**src/rtl/da_dct_sequencer_if.sv**
```systemverilog
// Handshake and ROM bus bundle for da_dct_sequencer.
// slave  : the sequencer side (consumes x0..x3 and rom_data, produces results).
// master : the environment side (butterfly stage, ROM and output stage).
interface da_dct_sequencer_if #(
  parameter int W  = 8,
  parameter int DW = 16,
  parameter int AW = DW + W + 1
);
  logic                 in_valid;
  logic                 in_ready;
  logic [W-1:0]         x0;
  logic [W-1:0]         x1;
  logic [W-1:0]         x2;
  logic [W-1:0]         x3;
  logic                 rom_cs;
  logic [2:0]           rom_addr;
  logic signed [DW-1:0] rom_data;
  logic                 out_valid;
  logic                 out_ready;
  logic signed [AW-1:0] out_data;

  modport slave (
    input  in_valid, x0, x1, x2, x3, rom_data, out_ready,
    output in_ready, rom_cs, rom_addr, out_valid, out_data
  );

  modport master (
    output in_valid, x0, x1, x2, x3, rom_data, out_ready,
    input  in_ready, rom_cs, rom_addr, out_valid, out_data
  );
endinterface

```
**src/rtl/da_dct_sequencer.sv**
```systemverilog
// Distributed-arithmetic DCT coefficient sequencer.
// Captures four signed W-bit butterfly terms, walks them bit-serially LSB
// first, addresses a shared 8-entry DA ROM with the x0-folded bit slice and
// shift-accumulates the returned words into an exact AW-bit result.
// Optional build macro: DA_CS_GATE_EN -- when defined, rom_cs is asserted only
// during RUN cycles; otherwise rom_cs is high in every state except WAKE.
module da_dct_sequencer #(
  parameter int                   W      = 8,
  parameter int                   DW     = 16,
  parameter int                   AW     = DW + W + 1,
  parameter logic signed [AW-1:0] OFFSET = '0
) (
  input  logic               clk,
  input  logic               rst_n,
  da_dct_sequencer_if.slave  bus
);

  localparam int CW = (W > 1) ? $clog2(W) : 1;

  typedef enum logic [1:0] {
    ST_WAKE = 2'd0,
    ST_IDLE = 2'd1,
    ST_RUN  = 2'd2,
    ST_DONE = 2'd3
  } state_t;

  state_t               state_q, state_d;
  logic [CW-1:0]        j_q, j_d;
  logic [W-1:0]         x_q [4];
  logic [W-1:0]         x_d [4];
  logic signed [AW-1:0] acc_q, acc_d;
  logic signed [AW-1:0] out_data_q, out_data_d;
  logic                 out_valid_q, out_valid_d;

  // Incoming terms gathered into an array so the bit slice can be generated.
  logic [W-1:0] x_in [4];
  assign x_in[0] = bus.x0;
  assign x_in[1] = bus.x1;
  assign x_in[2] = bus.x2;
  assign x_in[3] = bus.x3;

  // Bit j of each captured term.
  logic [3:0] bit_slice;
  genvar gi;
  generate
    for (gi = 0; gi < 4; gi++) begin : g_slice
      assign bit_slice[gi] = x_q[gi][j_q];
    end
  endgenerate

  // ROM symmetry: when x0's bit is set, the complementary address holds the
  // negated word, so the ROM only stores half the combinations' worth.
  logic [2:0] slice_addr;
  logic [2:0] run_addr;
  assign slice_addr = {bit_slice[1], bit_slice[2], bit_slice[3]};
  assign run_addr   = bit_slice[0] ? ~slice_addr : slice_addr;

  // Sign-extended ROM word, folded and weighted by 2^j. Width AW keeps the
  // largest magnitude (2^(DW-1) << (W-1)) exact.
  logic signed [AW-1:0] rom_ext;
  logic signed [AW-1:0] term;
  logic signed [AW-1:0] shifted;
  logic signed [AW-1:0] acc_add;
  logic signed [AW-1:0] acc_sub;
  logic                 last_bit;

  assign rom_ext  = {{(AW-DW){bus.rom_data[DW-1]}}, bus.rom_data};
  assign term     = bit_slice[0] ? -rom_ext : rom_ext;
  assign shifted  = term << j_q;
  assign acc_add  = acc_q + shifted;
  // The MSB of a two's complement input carries weight -2^(W-1).
  assign acc_sub  = acc_q - shifted;
  assign last_bit = (j_q == CW'(W - 1));

  // Outputs are decoded from registered state; address is live only in RUN.
  assign bus.in_ready  = (state_q == ST_IDLE);
  assign bus.rom_addr  = (state_q == ST_RUN) ? run_addr : 3'b000;
  assign bus.out_valid = out_valid_q;
  assign bus.out_data  = out_data_q;
`ifdef DA_CS_GATE_EN
  assign bus.rom_cs    = (state_q == ST_RUN);
`else
  assign bus.rom_cs    = (state_q != ST_WAKE);
`endif

  // Next-state and datapath update for the WAKE/IDLE/RUN/DONE sequence.
  always_comb begin
    state_d     = state_q;
    j_d         = j_q;
    acc_d       = acc_q;
    out_data_d  = out_data_q;
    out_valid_d = out_valid_q;
    for (int i = 0; i < 4; i++) begin
      x_d[i] = x_q[i];
    end

    case (state_q)
      ST_WAKE: begin
        // ROM is still in its synchronised reset cycle; just wait it out.
        state_d = ST_IDLE;
      end
      ST_IDLE: begin
        if (bus.in_valid) begin
          for (int i = 0; i < 4; i++) begin
            x_d[i] = x_in[i];
          end
          acc_d   = '0;
          j_d     = '0;
          state_d = ST_RUN;
        end
      end
      ST_RUN: begin
        if (last_bit) begin
          acc_d       = acc_sub;
          out_data_d  = acc_sub + OFFSET;
          out_valid_d = 1'b1;
          j_d         = '0;
          state_d     = ST_DONE;
        end else begin
          acc_d = acc_add;
          j_d   = j_q + CW'(1);
        end
      end
      ST_DONE: begin
        if (bus.out_ready) begin
          out_valid_d = 1'b0;
          state_d     = ST_IDLE;
        end
      end
      default: begin
        state_d = ST_WAKE;
      end
    endcase
  end

  // State register with asynchronous active-low reset.
  always_ff @(posedge clk or negedge rst_n) begin
    if (!rst_n) begin
      state_q     <= ST_WAKE;
      j_q         <= '0;
      acc_q       <= '0;
      out_data_q  <= '0;
      out_valid_q <= 1'b0;
      for (int i = 0; i < 4; i++) begin
        x_q[i] <= '0;
      end
    end else begin
      state_q     <= state_d;
      j_q         <= j_d;
      acc_q       <= acc_d;
      out_data_q  <= out_data_d;
      out_valid_q <= out_valid_d;
      for (int i = 0; i < 4; i++) begin
        x_q[i] <= x_d[i];
      end
    end
  end

endmodule

```
**src/flat_wrapper.sv**
```systemverilog
// flat-port wrapper written by rule: the top's interface ports become plain ports
module da_dct_sequencer_flat 
#(
  parameter int                   W      = 8,
  parameter int                   DW     = 16,
  parameter int                   AW     = DW + W + 1,
  parameter logic signed [AW-1:0] OFFSET = '0
)
  (clk, rst_n, bus_in_valid, bus_x0, bus_x1, bus_x2, bus_x3, bus_rom_data, bus_out_ready, bus_in_ready, bus_rom_cs, bus_rom_addr, bus_out_valid, bus_out_data);
  da_dct_sequencer_if #(.W(W), .DW(DW), .AW(AW)) bus_i ();
  input  logic clk;
  input  logic rst_n;
  input wire logic [$bits(bus_i.in_valid)-1:0] bus_in_valid;
  input wire logic [$bits(bus_i.x0)-1:0] bus_x0;
  input wire logic [$bits(bus_i.x1)-1:0] bus_x1;
  input wire logic [$bits(bus_i.x2)-1:0] bus_x2;
  input wire logic [$bits(bus_i.x3)-1:0] bus_x3;
  input wire logic [$bits(bus_i.rom_data)-1:0] bus_rom_data;
  input wire logic [$bits(bus_i.out_ready)-1:0] bus_out_ready;
  output wire logic [$bits(bus_i.in_ready)-1:0] bus_in_ready;
  output wire logic [$bits(bus_i.rom_cs)-1:0] bus_rom_cs;
  output wire logic [$bits(bus_i.rom_addr)-1:0] bus_rom_addr;
  output wire logic [$bits(bus_i.out_valid)-1:0] bus_out_valid;
  output wire logic [$bits(bus_i.out_data)-1:0] bus_out_data;
  assign bus_i.in_valid = bus_in_valid;
  assign bus_i.x0 = bus_x0;
  assign bus_i.x1 = bus_x1;
  assign bus_i.x2 = bus_x2;
  assign bus_i.x3 = bus_x3;
  assign bus_i.rom_data = bus_rom_data;
  assign bus_i.out_ready = bus_out_ready;
  assign bus_in_ready = bus_i.in_ready;
  assign bus_rom_cs = bus_i.rom_cs;
  assign bus_rom_addr = bus_i.rom_addr;
  assign bus_out_valid = bus_i.out_valid;
  assign bus_out_data = bus_i.out_data;
  da_dct_sequencer #(.W(W), .DW(DW), .AW(AW), .OFFSET(OFFSET)) u_core (.clk(clk), .rst_n(rst_n), .bus(bus_i));
endmodule
```
**config.mk**
```make
export PLATFORM = sky130hd
export DESIGN_NAME = da_dct_sequencer_flat
export DESIGN_NICKNAME = d
export VERILOG_FILES = /design/src/rtl/da_dct_sequencer_if.sv /design/src/rtl/da_dct_sequencer.sv /design/src/flat_wrapper.sv
export SDC_FILE = /design/constraint.sdc
export NUM_CORES = 1
export LEC_CHECK = 0
export CORE_ASPECT_RATIO = 0.7
export CORE_MARGIN = 4
export CORE_UTILIZATION = 51
export DETAILED_ROUTE_END_ITERATION = 16
export MAX_ROUTING_LAYER = met4
export PLACE_DENSITY = 0.77
export SLEW_MARGIN = 20
export SYNTH_ARGS = -nofsm -noshare
export SYNTH_HDL_FRONTEND = slang
export SYNTH_SLANG_ARGS = --single-unit
```
**constraint.sdc**
```tcl
create_clock -name clk -period 5.9 [get_ports clk]
set_input_delay 1.475 -clock clk [delete_from_list [all_inputs] [get_ports clk]]
set_output_delay 1.475 -clock clk [all_outputs]
set_load 0.01 [all_outputs]
```
; After elaboration in Yosys (flattened, before gate mapping)
; Cells that the tools add are included.
[word_totals]
regBits = 88
[op_classes]
bitwise_logic = 1
eq_ne = 7
reduce_logical = 9
mux = 24
magnitude_cmp = 1
n_shift = 1
add_sub_neg = 4
[op_table]
columns = op, count
row1 = $mux 25, 3
row2 = $pmux 25 s2, 1
row3 = $add 25x25->25, 1
row4 = $neg 16->25, 1
row5 = $shl 25x3->25, 1
row6 = $sub 25x25->25, 1
row7 = $bmux 1 s3, 4
row8 = $mux 3, 4
row9 = $pmux 2 s4, 1
row10 = $mux 1, 6
row11 = $mux 2, 3
row12 = $pmux 3 s2, 1
row13 = $reduce_and 2->1, 3
row14 = $reduce_and 3->1, 2
row15 = $reduce_bool 2->1, 3
row16 = $eq 2x2->1 const B, 2
row17 = $lt 3x4->1 const B, 1
row18 = $ne 2x2->1 const B, 2
row19 = $add 3x1->3 const B, 1
row20 = $eq 3x3->1 const B, 1
row21 = $not 3->3, 1
row22 = $eq 2x1->1 const B, 1
row23 = $logic_not 2->1, 1
row24 = $ne 2x1->1 const B, 1
row25 = $pmux 1 s2, 1

; Longest topological paths before layout
[logic_depth]
depth_word = 7
ltp_mapped = 22
depth_no_buf = 20

; Worst setup path before layout
; No wires, ideal clock.
[synth_path]
kind = input-to-reg
start = input bus_rom_data[10]
end = register u_core.acc_q[23]
setup_slack_ps = 428
required_ps = 5767
n_path_buf = 1
t_arrival_ps = 5339
setup_time_ps = 133
stages = 19
cell_sequence = or4_4 -> or2_4 -> nor2_1 -> a21oi_1 -> xnor2_1 -> mux2i_1 -> mux2i_1 -> and2_1 -> a21oi_1 -> ha_1 -> clkbuf_1 -> inv_1 -> a21oi_1 -> or4b_1 -> a21oi_1 -> o31ai_2 -> a311oi_1 -> xnor2_1 -> o21ai_0
[synth_between]
elab_chain_cells = 6
elab_cells_between_ends = 7
cone_classes = add/sub (3) / shift (1) / mux (3)
[synth_rtl]
columns = element, line_no
row1 = "start, declared", flat_wrapper.sv:18  ; input wire logic [$bits(bus_i.rom_data)-1:0] bus_rom_data;
row2 = $neg 16->25, da_dct_sequencer.sv:68  ; assign term = bit_slice[0] ? -rom_ext : rom_ext;
row3 = $mux 25 *, da_dct_sequencer.sv:68
row4 = $shl 25x3->25 *, da_dct_sequencer.sv:69  ; assign shifted = term << j_q;
row5 = $add 25x25->25 / $sub 25x25->25 (equally long branches), "da_dct_sequencer.sv:70, da_dct_sequencer.sv:72"
row6 = $mux 25 *, da_dct_sequencer.sv:113  ; if (last_bit) begin
row7 = $pmux 25 s2 *, da_dct_sequencer.sv:97  ; case (state_q)
row8 = "end signal, assigned", da_dct_sequencer.sv:141  ; acc_q <= '0;
row9 = "end signal, assigned", da_dct_sequencer.sv:150  ; acc_q <= acc_d;
row10 = "end, declared", da_dct_sequencer.sv:31  ; logic signed [AW-1:0] acc_q, acc_d;
; Mark *: on every way between the ends. The rest lies on a longest branch, timed or not.
; A chain may end at the register's enable or synchronous reset.

; Worst setup path in the final report
[layout_path]
start = input bus_rom_data[7]
end = register u_core.acc_q[22]
; The elaborated chain is that of the path after synthesis.

==> flow_summary.yaml <==
min_path:
  hold_end: "u_core.bus.out_data[23]"
  hold_class: "reg2reg"
  hold_depth: 2
  hold_path_startpoint: "u_core.bus.out_data[23]"
clock_network:
  clock_latency_ns: 0.35
  clk_pin_slew_ns: 0.06
  clockBufferDepth: 2
  cts_tree: "built"
  cts_root_buffer: "clkbuf_16"
  ctsHtreeMaxLevel: 3
  cts_hold_buf: 0
  cts-buffers-inserted: 9
  cts_sinks: 88
synthesis:
  synth_top_area_share: 0.296
  synthFlopType: "dfrtp_1"
  synth_area_per_cell_um2: 8.70
  synth_edf_count: 0
  synth.most_common_cell: "nand2_1"
  synth-xor-area-share: 0.0742
  syn-num-nets: 969
  async_reset_ff_frac: 1.00
  ys_top_cells_by_count: "nand2_1, dfrtp_1, o21ai_0"
  mappedNetlistArea_um2: 7430
  ys_types: 62
  yosysWarnings: 0
  yosys.area_share.simple: 0.147
  ys_ff_latch: 88
  synth_fa_ha_area_frac: 0.108
  synth_compound_area_frac: 0.188
  postSynthCellCount: 854
  netlist_top_cells_area: "dfrtp_1, ha_1, mux2_2"
  seq_area_frac_synth: 0.296
  yosys-mux-area-fraction: 0.137
  synth_top_family_by_area: "compound AO/OA/AOI/OAI gates"
  yosys.area.top_type: "dfrtp_1"
detailed_routing:
  antenna_left: 0
  drt_iter0_markers: 612
  post_drt_wl_per_cell_um: 17.8
  totalWireLength_mm: 21.4
  vias: 6907
  viasPerCell: 5.76
  drc: 0
  drt_first_pass_iters: 6
critical_path:
  worstSetupPathType: "in2reg"
  cpPeakStageDelay_ns: 0.50
  critical_path.max_fanout: 3
  cp.arrival_ns: 5.91
  reg2reg_to: "u_core.acc_q[21]"
  reg2regPathDepth: 23
  reg2reg_slack_ns: 0.61
  required_ns: 6.08
  critPathCaptureType: "flip-flop"
  crit_path_cell_trace: "clkdlybuf4s50_1, or4_4, or2_4, or2_4, or3_1, a21oi_1, nor3_1, mux2_2, or2_1, o21a_1, buf_4, ha_2, nand2_1, o211ai_1, or4_1, a31oi_1, nand2_1, mux2i_1, xor2_1, o21ai_0"
  crit_path_start_kind: "input pin"
  timing.rr.start: "u_core.j_q[0]"
  slowest_stage: "or4_1"
timing:
  fin_skew_ns: 0.00966
  post-route-period-util: 0.971
  clock.fmax_mhz: 175
  tightest_slew_ns: 0.735
  maxSlewViolCount: 0
  hold_viol: 0
  finalSetupViolCount: 0
  slew_headroom: 0.509
  period_minus_slack_ns: 5.73
floorplanning:
  coreArea_um2: 14100
  die_area_um2: 16600
  num_rows: 36
  dieHeight_um: 109
  start_util: 0.527
  pin_count: 83
  dieWidth_um: 152
global_routing:
  grt_pass1_vias: 6559
  grt_max_degree: 53
  globalRoute.totalOverflow: 0
  track_usage: 0.259
  antenna_found_initial: 0
  grt_first_pass_wirelength_mm: 33.8
layout:
  fin_nets: 1120
  postLayoutCoreUtil: 0.679
  drive_gt1_frac: 0.206
  antenna_cells: 0
  fin_area_um2: 9570
  area_delta_synth_final_pct: 28.8
  nFillCells: 1140
run:
  drv_cap: 0
placed_design:
  port_buffers: 82
  post_dp_cell_area_um2: 9070
  dp_hpwl_mm: 16.0
  place.gp.congestion: 0.944
outcome:
  status: "complete, no violations"
## layer usage
metal,track usage,vias up,routed length [um]
met5,-,-,0
met3,0.0444,28,1380
met2,0.380,243,9450
met1,0.377,3316,10300
met4,0.0597,0,301
li1,-,3320,-
## cells by family (layout without fill, tap and decap cells)
kind of cell | after synthesis | after routing
AND/OR/NAND/NOR | 238 | 238
buffers and inverters | 95 | 250
XOR/XNOR | 63 | 63
multiplexers | 87 | 87
AO/OA/AOI/OAI | 220 | 220
adder cells (fa/ha/maj) | 63 | 63
flip-flops | 88 | 88
## area by class of cell
cell class / count / area [um^2] / share of cell area
multi-input cells: 671 / 5040 / 0.527
flip-flops and latches: 88 / 2200 / 0.230
repair buffers: 188 / 1620 / 0.169
well taps: 190 / 238 / 0.0248
clock buffers: 9 / 225 / 0.0235
inverters: 47 / 176 / 0.0184
clock inverters: 6 / 67.6 / 0.00706
## sequential cells by signal, summed over array words and instances, names as in the netlist
name,cells
u_core.acc_q,25
u_core.bus.out_valid,1
u_core.bus.out_data,25
u_core.j_q,3
u_core.x_q,32
u_core.state_q,2
## metrics by stage
| step | hold slack (ns) | std cells | worst slack [ns] | TNS, ns |
|---|---|---|---|---|
| after floorplan | 0.474 | 854 | 0.428 | 0 |
| after global placement | 0.462 | 1181 | -0.267 | -2.36 |
| after detailed placement | 0.469 | 1181 | -0.299 | -3.31 |
| after CTS | 0.486 | 1196 | 0.0568 | 0 |
| after global routing | 0.503 | 1199 | -0.0472 | -0.163 |
| final | 0.477 | 1199 | 0.173 | 0 |
## timing repair
item | in CTS | in global routing
buffers inserted | 0 | 3
endpoints found under the setup margin | 0 | 19
resized for setup | 0 | 38
endpoints found under the hold margin | 0 | 0
## worst max-delay path, delay by kind of cell
kind | cells | cell delay, ns
multiplexers | 2 | 0.50
AND/OR/NAND/NOR | 9 | 2.29
AO/OA/AOI/OAI | 5 | 0.71
XOR/XNOR | 1 | 0.19
adder cells (fa/ha/maj) | 1 | 0.19
buffers and inverters | 2 | 0.58
## worst max path at each step
stage | start | to | cells after the start
final | bus_rom_data[7] | u_core.acc_q[22] | 20
after global routing | bus_rom_data[0] | u_core.acc_q[21] | 22
after CTS | bus_rom_data[10] | u_core.acc_q[23] | 18
after detailed placement | bus_rom_data[10] | u_core.acc_q[23] | 18
after global placement | bus_rom_data[4] | u_core.acc_q[21] | 22
after floorplan | bus_rom_data[10] | u_core.acc_q[23] | 19
## placed cells by master, fill, tap and decap left out, types with 11 or more instances in the layout
cell             netlist  layout
a21o_1                14      14
a21oi_1               53      51
buf_4                  2     107
clkdlybuf4s50_1        0      78
dfrtp_1               88      88
ha_1                  61      57
inv_1                 46      46
mux2_2                38      38
mux2i_1               41      38
nand2_1               89      88
nor2_1                64      61
nor2b_1               11      11
nor3_1                22      18
o21ai_0               72      72
xnor2_1               47      47
xor2_1                16      16
Power is not shown: default switching activity piles up to over one toggle a cycle in this logic, so the estimate is an artifact.
